### config.mk
export PLATFORM = sky130hd
export DESIGN_NAME = hack_boot_loader
export DESIGN_NICKNAME = d
export VERILOG_FILES = /design/src/rtl/hack_boot_loader.sv
export SDC_FILE = /design/constraint.sdc
export NUM_CORES = 1
export LEC_CHECK = 0
export ABC_AREA = 1
export ABC_CLOCK_PERIOD_IN_PS = 3700
export CAP_MARGIN = 25
export CORE_ASPECT_RATIO = 1.4
export CORE_MARGIN = 2
export CORE_UTILIZATION = 55
export CTS_CLUSTER_DIAMETER = 80
export DETAILED_ROUTE_END_ITERATION = 12
export PLACE_DENSITY = 0.86
export RECOVER_POWER = 25
export SETUP_SLACK_MARGIN = 0.05
export SLEW_MARGIN = 20
export SYNTH_ARGS = -nofsm -noshare
export SYNTH_HDL_FRONTEND = slang
export SYNTH_SLANG_ARGS = --single-unit
### constraint.sdc
create_clock -name clk -period 3.7 [get_ports clk]
set_clock_uncertainty 0.15 [all_clocks]
set_input_delay 0.74 -clock clk [delete_from_list [all_inputs] [get_ports clk]]
set_output_delay 0.74 -clock clk [all_outputs]
set_load 0.005 [all_outputs]
### src/rtl/hack_boot_loader.sv
// rtl/hack_boot_loader.sv - Hack instruction-ROM boot loader and CPU reset sequencer.
// Optional trailing checksum word is compiled in with BOOT_CHECKSUM_EN.
module hack_boot_loader #(
  parameter int ADDR_W   = 15,
  parameter int HOLD_CYC = 4
) (
  input  logic              clk,
  input  logic              reset,
  input  logic              start,
  input  logic              in_valid,
  input  logic [15:0]       in_data,
  output logic              in_ready,
  output logic              rom_we,
  output logic [ADDR_W-1:0] rom_addr,
  output logic [15:0]       rom_data,
  output logic              cpu_reset,
  output logic              boot_done,
  output logic              boot_error
);

  localparam int CW = ADDR_W + 1;

  typedef enum logic [2:0] {
    S_IDLE,
    S_LEN,
    S_LOAD,
`ifdef BOOT_CHECKSUM_EN
    S_CHK,
`endif
    S_HOLD,
    S_RUN,
    S_ERROR
  } state_e;

  state_e            state_q, state_d;
  logic [CW-1:0]     cnt_q, cnt_d;
  logic [CW-1:0]     len_q, len_d;
  logic [7:0]        hold_q, hold_d;
  logic              rom_we_q, rom_we_d;
  logic [ADDR_W-1:0] rom_addr_q, rom_addr_d;
  logic [15:0]       rom_data_q, rom_data_d;
`ifdef BOOT_CHECKSUM_EN
  logic [15:0]       sum_q, sum_d;
`endif

  logic          xfer;
  logic          len_ok;
  logic [CW-1:0] cnt_inc;

  assign xfer    = in_valid & in_ready;
  // Length must be non-zero and fit in the ROM; 2^ADDR_W itself is legal.
  assign len_ok  = (in_data != 16'd0) && (32'(in_data) <= (32'd1 << ADDR_W));
  assign cnt_inc = cnt_q + CW'(1);

  always_comb begin
    state_d    = state_q;
    cnt_d      = cnt_q;
    len_d      = len_q;
    hold_d     = hold_q;
    rom_we_d   = 1'b0;
    rom_addr_d = rom_addr_q;
    rom_data_d = rom_data_q;
`ifdef BOOT_CHECKSUM_EN
    sum_d      = sum_q;
`endif
    case (state_q)
      S_IDLE, S_RUN, S_ERROR: begin
        if (start) state_d = S_LEN;
      end
      S_LEN: begin
        if (xfer) begin
          cnt_d  = '0;
          len_d  = CW'(in_data);
`ifdef BOOT_CHECKSUM_EN
          sum_d  = 16'd0;
`endif
          state_d = len_ok ? S_LOAD : S_ERROR;
        end
      end
      S_LOAD: begin
        if (xfer) begin
          rom_we_d   = 1'b1;
          rom_addr_d = cnt_q[ADDR_W-1:0];
          rom_data_d = in_data;
          cnt_d      = cnt_inc;
`ifdef BOOT_CHECKSUM_EN
          sum_d      = sum_q + in_data;
`endif
          if (cnt_inc == len_q) begin
            hold_d = 8'd0;
`ifdef BOOT_CHECKSUM_EN
            state_d = S_CHK;
`else
            state_d = S_HOLD;
`endif
          end
        end
      end
`ifdef BOOT_CHECKSUM_EN
      S_CHK: begin
        if (xfer) begin
          hold_d  = 8'd0;
          state_d = (in_data == sum_q) ? S_HOLD : S_ERROR;
        end
      end
`endif
      S_HOLD: begin
        hold_d = hold_q + 8'd1;
        if (hold_q == 8'(HOLD_CYC - 1)) state_d = S_RUN;
      end
      default: state_d = S_IDLE;
    endcase
  end

  always_ff @(posedge clk) begin
    if (reset) begin
      state_q    <= S_IDLE;
      cnt_q      <= '0;
      len_q      <= '0;
      hold_q     <= 8'd0;
      rom_we_q   <= 1'b0;
      rom_addr_q <= '0;
      rom_data_q <= 16'd0;
`ifdef BOOT_CHECKSUM_EN
      sum_q      <= 16'd0;
`endif
    end else begin
      state_q    <= state_d;
      cnt_q      <= cnt_d;
      len_q      <= len_d;
      hold_q     <= hold_d;
      rom_we_q   <= rom_we_d;
      rom_addr_q <= rom_addr_d;
      rom_data_q <= rom_data_d;
`ifdef BOOT_CHECKSUM_EN
      sum_q      <= sum_d;
`endif
    end
  end

  assign rom_we     = rom_we_q;
  assign rom_addr   = rom_addr_q;
  assign rom_data   = rom_data_q;
`ifdef BOOT_CHECKSUM_EN
  assign in_ready   = (state_q == S_LEN) || (state_q == S_LOAD) || (state_q == S_CHK);
`else
  assign in_ready   = (state_q == S_LEN) || (state_q == S_LOAD);
`endif
  assign cpu_reset  = (state_q != S_RUN);
  assign boot_done  = (state_q == S_RUN);
  assign boot_error = (state_q == S_ERROR);

endmodule

After elaboration in Yosys (flattened, before gate mapping)
Cells that the tools add are included.

Add/subtract/negate cells: 2. Magnitude comparators: 1. Bitwise operators: 2. Reductions and logical operators: 13. Eq/ne operators: 13. Multiplexer cells: 14.

Operator list (number): 2-to-1 mux 16 bit (2); case mux 16 bit (2 select lines) (1); 2-to-1 mux 3 bit (6); adder 16 x 1 -> 16 bit (second input constant) (1); equality test 16 bit (1); less-or-equal comparator 16 bit (second input constant) (1); 2-to-1 mux 8 bit (2); case mux 8 bit (2 select lines) (1); nonzero test 16 bit (1); case mux 3 bit (4 select lines) (1); inequality test 2 bit (second input constant) (5); adder 8 x 1 -> 8 bit (second input constant) (1); equality test 8 x 2 -> 1 bit (second input constant) (1); equality test 3 x 2 -> 1 bit (second input constant) (2); equality test 3 bit (second input constant) (2); AND reduction 3 bit (2); AND reduction 5 bit (1); AND reduction 2 bit (2); nonzero test 2 bit (2); equality test 3 x 1 -> 1 bit (second input constant) (1); zero test 3 bit (1); inequality test 3 bit (second input constant) (1); OR reduction 3 bit (1); OR reduction 2 bit (1); 5 further kinds (5).

Input port bits: 20. Word-level logic and storage cells: 52. Register bits after elaboration: 75. Output and inout port bits: 36.

Depth between registers and ports, before layout
Depth in word-level cells: 5. Depth in mapped cells: 14. Depth with buffers taken out: 14.

Worst setup path after synthesis
OpenSTA, ideal clock, no wires.

Kind: reg2reg. Start: reg cnt_q[0]. End: reg hold_q[1]. Setup time: 0.135 ns. Arrival time: 1.755 ns. Data required time: 3.415 ns. Cell stages (with the launch flop): 15. Buffers on the path: 0. Slack: 1.660 ns. Path through: dfxtp_1 ha_1 nand2_1 nor2_4 nand3_1 nand2_1 nand2_1 nand2_1 nand2_1 nor2_1 nand2_1 nor2_2 nand3_2 nand3_1 a21oi_1.

Cells in the longest elaborated chain, start to end: 4.

RTL lines: start, declared (RTL line 36) `logic [CW-1:0] cnt_q, cnt_d;`; start signal, assigned (RTL line 129) `cnt_q <= cnt_d;`; adder 16 x 1 -> 16 bit (RTL line 53) `assign cnt_inc = cnt_q + CW'(1);`; equality test 16 bit (RTL line 89) `if (cnt_inc == len_q) begin`; inequality test 2 bit (no line); AND reduction 3 bit (no line); end signal, assigned (RTL line 131) `hold_q <= hold_d;`; end, declared (RTL line 38) `logic [7:0] hold_q, hold_d;`.

Every way passes these cells. A chain may end at the register's enable or synchronous reset.

Worst setup path in the final report
Start: reg state_q[1]. End: out in_ready.

Cells in the longest elaborated chain, start to end: 2.

RTL lines: start, declared (RTL line 35) `state_e state_q, state_d;`; start signal, assigned (RTL line 128) `state_q <= state_d;`; equality test 3 x 1 -> 1 bit / equality test 3 x 2 -> 1 bit (equally long branches) (RTL line 147) `assign in_ready = (state_q == S_LEN) || (state_q == S_LOAD);`; logical OR 1 bit * (RTL line 147); end, declared (RTL line 12) `output logic in_ready,`.

Every way passes the cells marked *; elsewhere a longest branch is shown, timed or not.

==> flow_summary.ini <==
[clocking]
cts_buffer_depth = 2
holdBufCountCts = 0
clock_latency_ps = 340
cts_tree = built
cts.sinks = 75
h-tree-depth = 3
ctsResizeCount = 0
root_buffer = clkbuf_8
cts_setup_buffers = 0
cts_made_buffers = 9
cts.clk_slew.worst_paths_ps = 80

[timing]
worst_slew_pin_slew_ps = 678
fin_setup_tns_ps = 0
setup_viol = 0
hold_viol_final = 0
slew_viol_final = 0
fin_crit_sh_pct = 75.5
period_minus_slack_ps = 2790
fmax_ghz = 0.358
max_slew_margin_pct = 54.7
rsz0062_at_grt = no

[placement]
numPortBuffers = 55
postPlaceCellArea_sq_mm = 0.00430
dp.cells = 651
dpl.hpwl_microns = 6740
place_congestion = 0.953

[routing]
vias = 3797
drt_iter0_markers = 214
viasPerCell = 5.69
wire_per_inst_microns = 14.1
drc = 0
drtPass1Iterations = 5
drtAntennaViolNets = 0
drt_wl_total_microns = 9390

[pwr]
p_leak_nw = 1.89
pwr_density_cell_mw_per_mm2 = 501
vdd_ir_drop_max_mv = 0.350

[yosys]
yosysSeqAreaShare_pct = 40.6
synthMuxAreaShare_pct = 0
synth.net_count = 559
avgSynthCellArea_sq_um = 6.89
synth_warnings = 0
synth_fa_ha_area_share_pct = 0.676
synth-simple-area-share_pct = 30.1
synthCells = 537
syn-cell-area_sq_mm = 0.00370
ys_seq_elements = 75
synth_xor_area_share_pct = 1.56
synth_compound_area_share_pct = 18.4
ys_types = 28
synth_top_family_by_area = simple AND/OR/NAND/NOR gates

[worst_setup_path]
critPathKind = reg2out
slowest_delay_ps = 540
cpMaxStageDelayCell = clkdlybuf4s50_1
crit_family = buffers and inverters
worstPathArrival_ps = 1900
path_buf_inv = 4
crit_chain = inv_1, nor2_1, inv_1, nor2_2, inv_2, nand2_1, clkdlybuf4s50_1
worstSetupStartpointType = register
crit_top_cell = inv_1
cp.required_ps = 2810
end_kind = primary output
crit_fanout = 5

[cells_and_area]
final_util_pct = 68.4
fin_cells = 667
fin_area_sq_mm = 0.00450
syn2layout_area_growth_pct = 21.5
drive_gt1_share_pct = 6.58
layout_common_cells = nand2_1, dfxtp_1, o21ai_0
nets = 611
diodes = 0
final_common_cell = nand2_1

[die]
num_rows = 35
die_h_microns = 101
die_width_microns = 73.3
core-area_sq_mm = 0.00657
die-area_sq_mm = 0.00741
start_util_pct = 56.3
ioPinCount = 56

[status]
status = completed

[grt]
grt_pass1_wl_microns = 15600
grt_pass1_vias = 3588
grt_usage_pct = 26.6
overflow = 0
grt_antenna_before_repair = 0
grt_max_degree = 63

[job]
maxCapViolCount = 0

[hold_path]
hp-class = reg2reg
metal layers:
metal | wire length, microns | vias up | share of wire [%] | track usage, %
li1 | - | 1903 | - | -
met4 | 337 | 0 | 3.6 | 14.3
met1 | 3920 | 1745 | 42 | 31.4
met5 | 0 | - | 0 | 0
met3 | 451 | 27 | 4.8 | 5.00
met2 | 4670 | 122 | 50 | 45.0
worst reg2reg max path: stages (launching register included):
cell and delay (ps):
dfxtp_1 520, ha_1 260, nand2_1 140, nor2_4 250, nand3_1 150, nand2_1 130, nand3_1 70, nand2_1 90
nand3_1 70, nor2_1 150, nand3_1 120, nand2_2 130, nand3_1 90, nand2_1 90, nor2_1 40
cells by family after synthesis:
group | count (synthesis)
compound gates | 134
xor+xnor | 5
fa+ha+maj | 2
buf+inv | 85
flops | 75
simple gates | 236
layout make-up:
cell class / instances / area [sq um]
fillers: 555 / 2070
multi-input cells: 377 / 1880
flip-flops and latches: 75 / 1500
repair buffers: 59 / 581
inverters: 67 / 251
clock buffers: 12 / 165
well taps: 74 / 92.6
clock inverters: 3 / 21.3
power by group:
part | switching [W] | internal, W
clock network | 0.000304 | 0.000296
registers | 0.0000797 | 0.000921
logic | 0.000358 | 0.000291
total | 0.000741 | 0.00151
synth_stat cells:
| cell | instances | area share [%] |
|---|---|---|
| and3_1 | 2 | 0.34 |
| o21ai_0 | 67 | 9.1 |
| xor2_1 | 3 | 0.71 |
| inv_1 | 66 | 6.7 |
| nand2_2 | 3 | 0.51 |
| xnor2_1 | 1 | 0.24 |
| buf_2 | 2 | 0.27 |
| ha_1 | 2 | 0.68 |
| dfxtp_1 | 75 | 41 |
| xnor3_1 | 1 | 0.61 |
| nor3_1 | 2 | 0.27 |
| o21ai_1 | 2 | 0.27 |
| nor2_2 | 5 | 0.85 |
| nor2_1 | 34 | 3.4 |
| nor2_4 | 5 | 1.5 |
| nand3_2 | 3 | 0.81 |
| a31oi_1 | 1 | 0.17 |
| a21oi_1 | 59 | 8.0 |
| o22ai_1 | 4 | 0.68 |
| nand3b_1 | 5 | 1.0 |
| nand4_1 | 16 | 2.7 |
| inv_2 | 1 | 0.10 |
| a21oi_2 | 1 | 0.24 |
| clkbuf_1 | 16 | 1.6 |
| or2_2 | 2 | 0.34 |
| nand3_1 | 61 | 8.2 |
| nand2_1 | 96 | 9.7 |
| nor4_1 | 2 | 0.34 |
path summary, 6_finish.rpt:
path / from / end / slack [ps] / depth (start not counted)
min reg2reg: hold_q[6] / hold_q[6] / 340 / 2
min: hold_q[6] / hold_q[6] / 340 / 2
max: state_q[1] / in_ready / 910 / 7
max reg2reg: cnt_q[0] / state_q[1] / 1170 / 14
registers in the layout (all words and copies together) (netlist names):
name / cells
cnt_q: 16
hold_q: 8
len_q: 16
rom_addr: 15
rom_data: 16
rom_we: 1
state_q: 3
metrics by stage:
step | total power [W] | hold WS [ps] | setup slack (ps)
after floorplan | 0.00140 | 304 | 1660
after global placement | 0.00166 | 317 | 1080
after detailed placement | 0.00167 | 316 | 1000
after CTS | 0.00227 | 338 | 921
after global routing | 0.00237 | 365 | 795
final | 0.00225 | 335 | 907
Power figures use the tool's default switching activity.
